===== src/rtl/if_fetch_queue.sv =====
// Instruction-fetch front end: fetch-PC generator, in-order pending-request tracker
// that discards stale responses after a redirect, and an instruction buffer feeding ID.
module if_fetch_queue #(
  parameter logic [31:0] RESET_PC        = 32'h1c000000,
  parameter int unsigned MAX_OUTSTANDING = 2,
  parameter int unsigned IBUF_DEPTH      = 4,
  parameter int unsigned EBUS_W          = 16,
  parameter int unsigned EBUS_ADEF       = 8
) (
  input  logic                clk,
  input  logic                reset,
  output logic                inst_sram_req,
  output logic                inst_sram_wr,
  output logic [1:0]          inst_sram_size,
  output logic [31:0]         inst_sram_addr,
  output logic [3:0]          inst_sram_wstrb,
  output logic [31:0]         inst_sram_wdata,
  input  logic                inst_sram_addr_ok,
  input  logic                inst_sram_data_ok,
  input  logic [31:0]         inst_sram_rdata,
  input  logic                br_taken,
  input  logic [31:0]         br_target,
  input  logic                flush,
  input  logic [31:0]         flush_target,
  input  logic                id_allow_in,
  output logic                ifreg_valid,
  output logic [EBUS_W+63:0]  ifreg_bus
);

  localparam int unsigned PW  = (MAX_OUTSTANDING > 1) ? $clog2(MAX_OUTSTANDING) : 1;
  localparam int unsigned CW  = $clog2(MAX_OUTSTANDING) + 1;
  localparam int unsigned IW  = $clog2(IBUF_DEPTH);
  localparam int unsigned ICW = IW + 1;
  localparam int unsigned BW  = EBUS_W + 64;
  localparam logic [EBUS_W-1:0] ADEF_VEC = EBUS_W'(1) << EBUS_ADEF;

  logic [31:0]    fetch_pc_q, fetch_pc_d;
  logic [31:0]    pend_pc_q [MAX_OUTSTANDING];
  logic [31:0]    pend_pc_d [MAX_OUTSTANDING];
  logic [PW-1:0]  pend_rd_q, pend_rd_d, pend_wr_q, pend_wr_d;
  logic [CW-1:0]  pend_cnt_q, pend_cnt_d;
  logic [CW-1:0]  drop_cnt_q, drop_cnt_d;
  logic [BW-1:0]  ibuf_q [IBUF_DEPTH];
  logic [BW-1:0]  ibuf_d [IBUF_DEPTH];
  logic [IW-1:0]  ibuf_rd_q, ibuf_rd_d, ibuf_wr_q, ibuf_wr_d;
  logic [ICW-1:0] ibuf_cnt_q, ibuf_cnt_d;
  logic           adef_hold_q, adef_hold_d;

  logic           redirect;
  logic [31:0]    redirect_pc;
  logic           misaligned;
  logic           ibuf_push, ibuf_pop;
  logic [BW-1:0]  ibuf_entry;

  function automatic logic [PW-1:0] pend_inc(input logic [PW-1:0] p);
    return (32'(p) == MAX_OUTSTANDING - 1) ? '0 : p + PW'(1);
  endfunction

  assign inst_sram_wr    = 1'b0;
  assign inst_sram_size  = 2'b10;
  assign inst_sram_addr  = fetch_pc_q;
  assign inst_sram_wstrb = '0;
  assign inst_sram_wdata = '0;

  always_comb begin
    redirect      = flush | br_taken;
    redirect_pc   = flush ? flush_target : br_target;
    misaligned    = fetch_pc_q[1:0] != 2'b00;
    // Buffer credit counts in-flight requests, so a returning response always has a slot.
    inst_sram_req = ~reset & ~redirect & ~adef_hold_q & ~misaligned
                  & ((32'(pend_cnt_q) + 32'(drop_cnt_q)) < MAX_OUTSTANDING)
                  & ((32'(ibuf_cnt_q) + 32'(pend_cnt_q)) < IBUF_DEPTH);
    ifreg_valid   = (ibuf_cnt_q != '0) & ~redirect;
    ifreg_bus     = ibuf_q[ibuf_rd_q];
  end

  always_comb begin
    fetch_pc_d  = fetch_pc_q;
    pend_pc_d   = pend_pc_q;
    pend_rd_d   = pend_rd_q;
    pend_wr_d   = pend_wr_q;
    pend_cnt_d  = pend_cnt_q;
    drop_cnt_d  = drop_cnt_q;
    ibuf_d      = ibuf_q;
    ibuf_rd_d   = ibuf_rd_q;
    ibuf_wr_d   = ibuf_wr_q;
    adef_hold_d = adef_hold_q;
    ibuf_push   = 1'b0;
    ibuf_entry  = '0;
    ibuf_pop    = ifreg_valid & id_allow_in;

    if (inst_sram_req & inst_sram_addr_ok) begin
      pend_pc_d[pend_wr_q] = fetch_pc_q;
      pend_wr_d            = pend_inc(pend_wr_q);
      pend_cnt_d           = pend_cnt_d + CW'(1);
      fetch_pc_d           = fetch_pc_q + 32'd4;
    end

    if (inst_sram_data_ok) begin
      if (drop_cnt_q != '0) begin
        drop_cnt_d = drop_cnt_q - CW'(1);
      end else if (pend_cnt_q != '0) begin
        pend_rd_d  = pend_inc(pend_rd_q);
        pend_cnt_d = pend_cnt_d - CW'(1);
        ibuf_push  = 1'b1;
        ibuf_entry = {{EBUS_W{1'b0}}, inst_sram_rdata, pend_pc_q[pend_rd_q]};
      end
    end

    if (misaligned & ~adef_hold_q & (pend_cnt_q == '0) & (32'(ibuf_cnt_q) < IBUF_DEPTH)) begin
      ibuf_push   = 1'b1;
      ibuf_entry  = {ADEF_VEC, 32'h0, fetch_pc_q};
      adef_hold_d = 1'b1;
    end

    if (ibuf_push) begin
      ibuf_d[ibuf_wr_q] = ibuf_entry;
      ibuf_wr_d         = ibuf_wr_q + IW'(1);
    end
    if (ibuf_pop) begin
      ibuf_rd_d = ibuf_rd_q + IW'(1);
    end
    ibuf_cnt_d = ibuf_cnt_q + ICW'(ibuf_push) - ICW'(ibuf_pop);

    // Redirect applies after this cycle's response bookkeeping: every response
    // still owed for a pending PC becomes a drop.
    if (redirect) begin
      fetch_pc_d  = redirect_pc;
      drop_cnt_d  = drop_cnt_d + pend_cnt_d;
      pend_cnt_d  = '0;
      pend_rd_d   = '0;
      pend_wr_d   = '0;
      ibuf_cnt_d  = '0;
      ibuf_rd_d   = '0;
      ibuf_wr_d   = '0;
      adef_hold_d = 1'b0;
    end
  end

  always_ff @(posedge clk) begin
    if (reset) begin
      fetch_pc_q  <= RESET_PC;
      pend_rd_q   <= '0;
      pend_wr_q   <= '0;
      pend_cnt_q  <= '0;
      drop_cnt_q  <= '0;
      ibuf_rd_q   <= '0;
      ibuf_wr_q   <= '0;
      ibuf_cnt_q  <= '0;
      adef_hold_q <= 1'b0;
    end else begin
      fetch_pc_q  <= fetch_pc_d;
      pend_rd_q   <= pend_rd_d;
      pend_wr_q   <= pend_wr_d;
      pend_cnt_q  <= pend_cnt_d;
      drop_cnt_q  <= drop_cnt_d;
      ibuf_rd_q   <= ibuf_rd_d;
      ibuf_wr_q   <= ibuf_wr_d;
      ibuf_cnt_q  <= ibuf_cnt_d;
      adef_hold_q <= adef_hold_d;
    end
  end

  always_ff @(posedge clk) begin
    pend_pc_q <= pend_pc_d;
    ibuf_q    <= ibuf_d;
  end

endmodule


===== config.mk =====
export PLATFORM = sky130hd
export DESIGN_NAME = if_fetch_queue
export DESIGN_NICKNAME = d
export VERILOG_FILES = /design/src/rtl/if_fetch_queue.sv
export SDC_FILE = /design/constraint.sdc
export NUM_CORES = 1
export LEC_CHECK = 0
export ABC_AREA = 1
export BUFFER_PORTS_ARGS = -buffer_cell sky130_fd_sc_hd__clkbuf_2
export CORE_UTILIZATION = 50
export CTS_CLUSTER_SIZE = 25
export DETAILED_ROUTE_END_ITERATION = 7
export PLACE_DENSITY = 0.7
export SYNTH_ARGS = -nofsm -noshare
export SYNTH_HDL_FRONTEND = slang
export SYNTH_SLANG_ARGS = --single-unit

===== constraint.sdc =====
create_clock -name clk -period 14.2 [get_ports clk]
set_clock_uncertainty 0.05 [all_clocks]
set_input_delay 2.84 -clock clk [delete_from_list [all_inputs] [get_ports clk]]
set_output_delay 2.84 -clock clk [all_outputs]
set_load 0.01 [all_outputs]

==> flow_summary_export.csv <==
group,metric,value,unit
sta,setup_tns,0,ns
critical_path,arrival,4.60,ns
clocking,cts_tree,"yes",
cells_and_area,final_core_util,0.5807,
global_route,grt_pass1_wl,56.81,mm
power,p_leak,7.251,nW
global_route,grt_max_degree,101,
routing,detail_route.drc_violations,0,
run_status,run_status,"completed",
cells_and_area,final_cell_area,18370,um2
sta,slew_headroom,0.2894,
clocking,clock_sinks,370,
sta,finalSetupViolCount,0,
global_route,antenna_found_initial,0,
critical_path,critPathRequiredTime,11.31,ns
sta,min_period_over_period,0.5272,
job,maxCapViolations,0,
floorplan,dieHeight,181.7,um
routing,first_iter_violations,872,
placement,place.gp.congestion,0.8727,
floorplan,initial_core_util,0.5101,
floorplan,core_area,31640,um2
min_path,min_path_type,"reg2reg",
clocking,post_cts_resized,0,
cells_and_area,n_fill_cell,2666,
routing,routed_wl,36.09,mm
clocking,clock_path_buffers,3,
critical_path,criticalPathCategory,"in2out",
global_route,gr-usage-met1,0.3082,
synthesis,synthFlopType,"edfxtp_1",
cells_and_area,antennaDiodeCount,0,
power,vdd_drop_max,0.06450,mV
synthesis,syn_area,16140,um2
clocking,h-tree-depth,2,
critical_path,path_max_fanout,42,
cells_and_area,synthToLayoutAreaGrowth,13.86,%
placement,io_buffers,201,
global_route,globalRouteMet3Util,0.02988,
synthesis,ys_ff_latch,370,
floorplan,pin_count,256,
synthesis,yosysWarningCount,0,
sta,report.final.slew_viol_count,0,
synthesis,yosysSeqAreaShare,0.6600,
critical_path,cp-start-kind,"input port",
cells_and_area,fin_nets,1812,
placement,hpwlAfterDp,22.01,mm
clocking,post-cts-setup-buffer-count,0,
power,cellPowerDensity,125.8,nW/um2
global_route,grt_pass1_vias,10750,
synthesis,synth.distinct_cells,40,
placement,dp_cells,2059,
critical_path,endpoint_kind,"output port",
synthesis,synth-edff-count,324,
global_route,overflow,0,
placement,postPlaceCellArea,17280,um2
synthesis,synthCells,1524,
clocking,cts_buffers,38,
routing,vias,11400,
clocking,clk_latency,0.52,ns
sta,fmaxAchievable,133.6,MHz
global_route,use_met2,0.3557,
floorplan,fp-row-count,65,
synthesis,syn_area_per_cell,10.59,um2
routing,wire_per_inst,16.98,um
global_route,grt.total_usage,0.2187,
floorplan,dieArea,33000,um2
clocking,cts_root_buf,"clkbuf_16",
sta,grt_setup_unrepaired,"no",
routing,vias_per_cell,5.365,
sta,min_period,7.486,ns
floorplan,die_w,181.7,um
global_route,top_usage_layer,"met2",
routing,first_pass_iters,5,
cells_and_area,final_cells,2125,
clocking,cts.clk_slew.worst_paths,0.06,ns
synthesis,async_flop_share,0,
clocking,cts_hold_buffers,0,
routing,ant_nets,0,
cells_and_area,drive_above_1_share,0.1683,
sta,worst_slew_pin_slew,1.065,ns
sta,finalHoldViolations,0,
-- where the power goes --
| part | internal, mW | switching [mW] | total (mW) |
|---|---|---|---|
| clock | 0.502 | 0.385 | 0.887 |
| sequential | 1.22 | 0.0265 | 1.25 |
| combinational | 0.0584 | 0.118 | 0.176 |
| total | 1.78 | 0.529 | 2.31 |
-- metal layers --
metal	vias up	wire length [um]	share of wire
met5	-	0	0
met4	0	647	0.018
met3	48	2292	0.064
met2	413	17180	0.48
met1	5396	15970	0.44
li1	5544	-	-
-- worst max-delay path, stage by stage --
cell and delay, ns:
clkbuf_2 0.36, nor2_4 0.17, buf_4 0.43, nand2_4 0.24, nor4_1 0.33, clkbuf_2 0.20
-- cell usage after synthesis, drive strengths merged (5+ instances only) --
master	count	share of area
nand4	14	0.0054
clkbuf	69	0.016
a211oi	5	0.0023
ha	10	0.0078
edfxtp	324	0.60
o21ai	210	0.065
o22ai	66	0.026
a21oi	29	0.0090
nand3	22	0.0076
dfxtp	46	0.057
a31oi	18	0.0070
nor2	252	0.060
buf	65	0.028
nand2	234	0.055
inv	104	0.024
xor2	16	0.0087
nor3	14	0.0050
-- cell families after synthesis --
kind of cell | Yosys count | synth area share
simple gates | 546 | 0.1374
flops | 370 | 0.6600
xor+xnor | 17 | 0.009227
compound gates | 338 | 0.1141
other cells | 2 | 0.0004654
fa+ha+maj | 12 | 0.01024
buf+inv | 239 | 0.06862
-- stage by stage --
stage / hold WS (ns) / setup slack [ns] / total power, mW
after global routing: 0.4549 / 6.469 / 2.393
after global placement: 0.4197 / 6.770 / 1.445
after CTS: 0.4315 / 6.716 / 2.332
after floorplan: 0.4007 / 7.273 / 1.376
final: 0.4279 / 6.714 / 2.312
after detailed placement: 0.4234 / 6.712 / 1.449
-- state kept, by name, summed over array words and instances (netlist names) --
| name | cells |
|---|---|
| ibuf_q | 260 |
| ibuf_wr_q | 2 |
| pend_cnt_q | 2 |
| ibuf_rd_q | 2 |
| pend_wr_q | 1 |
| pend_pc_q | 64 |
| inst_sram_addr | 32 |
| adef_hold_q | 1 |
| pend_rd_q | 1 |
| drop_cnt_q | 2 |
| ibuf_cnt_q | 3 |
-- cell type report --
cell class                 count  area, um2  share of cell area
multi-input combinational    967       4616              0.2512
timing repair buffer         215       1111             0.06047
tap                          402      503.0             0.02738
clock inverter                17      78.83            0.004290
inverter                     105      395.4             0.02152
clock buffer                  49       1013             0.05516
sequential                   370      10660              0.5800
-- path summary, 6_finish.rpt --
| path | slack [ns] | startpoint | endpoint | depth (start not counted) |
|---|---|---|---|---|
| hold reg to reg | 0.43 | adef_hold_q$_SDFFE_PP0P_ | adef_hold_q$_SDFFE_PP0P_ | 2 |
| setup / recovery | 6.71 | flush | inst_sram_req | 6 |
| setup reg to reg | 10.65 | pend_cnt_q[0]$_SDFF_PP0_ | ibuf_cnt_q[2]$_SDFF_PP0_ | 14 |
| hold / removal | 0.43 | adef_hold_q$_SDFFE_PP0P_ | adef_hold_q$_SDFFE_PP0P_ | 2 |
-- cell usage in the layout (no fill, tap or decap), types with 14 or more instances in the layout --
master	count
a21oi_1	29
a31oi_1	18
buf_4	14
clkbuf_16	39
clkbuf_2	201
conb_1	54
dfxtp_1	44
edfxtp_1	324
inv_1	96
nand2_1	232
nand3_1	21
nand4_1	14
nor2_1	243
o21ai_0	187
o21ai_1	23
o22ai_1	66
xor2_1	16
(Power assumes the default switching activity.)
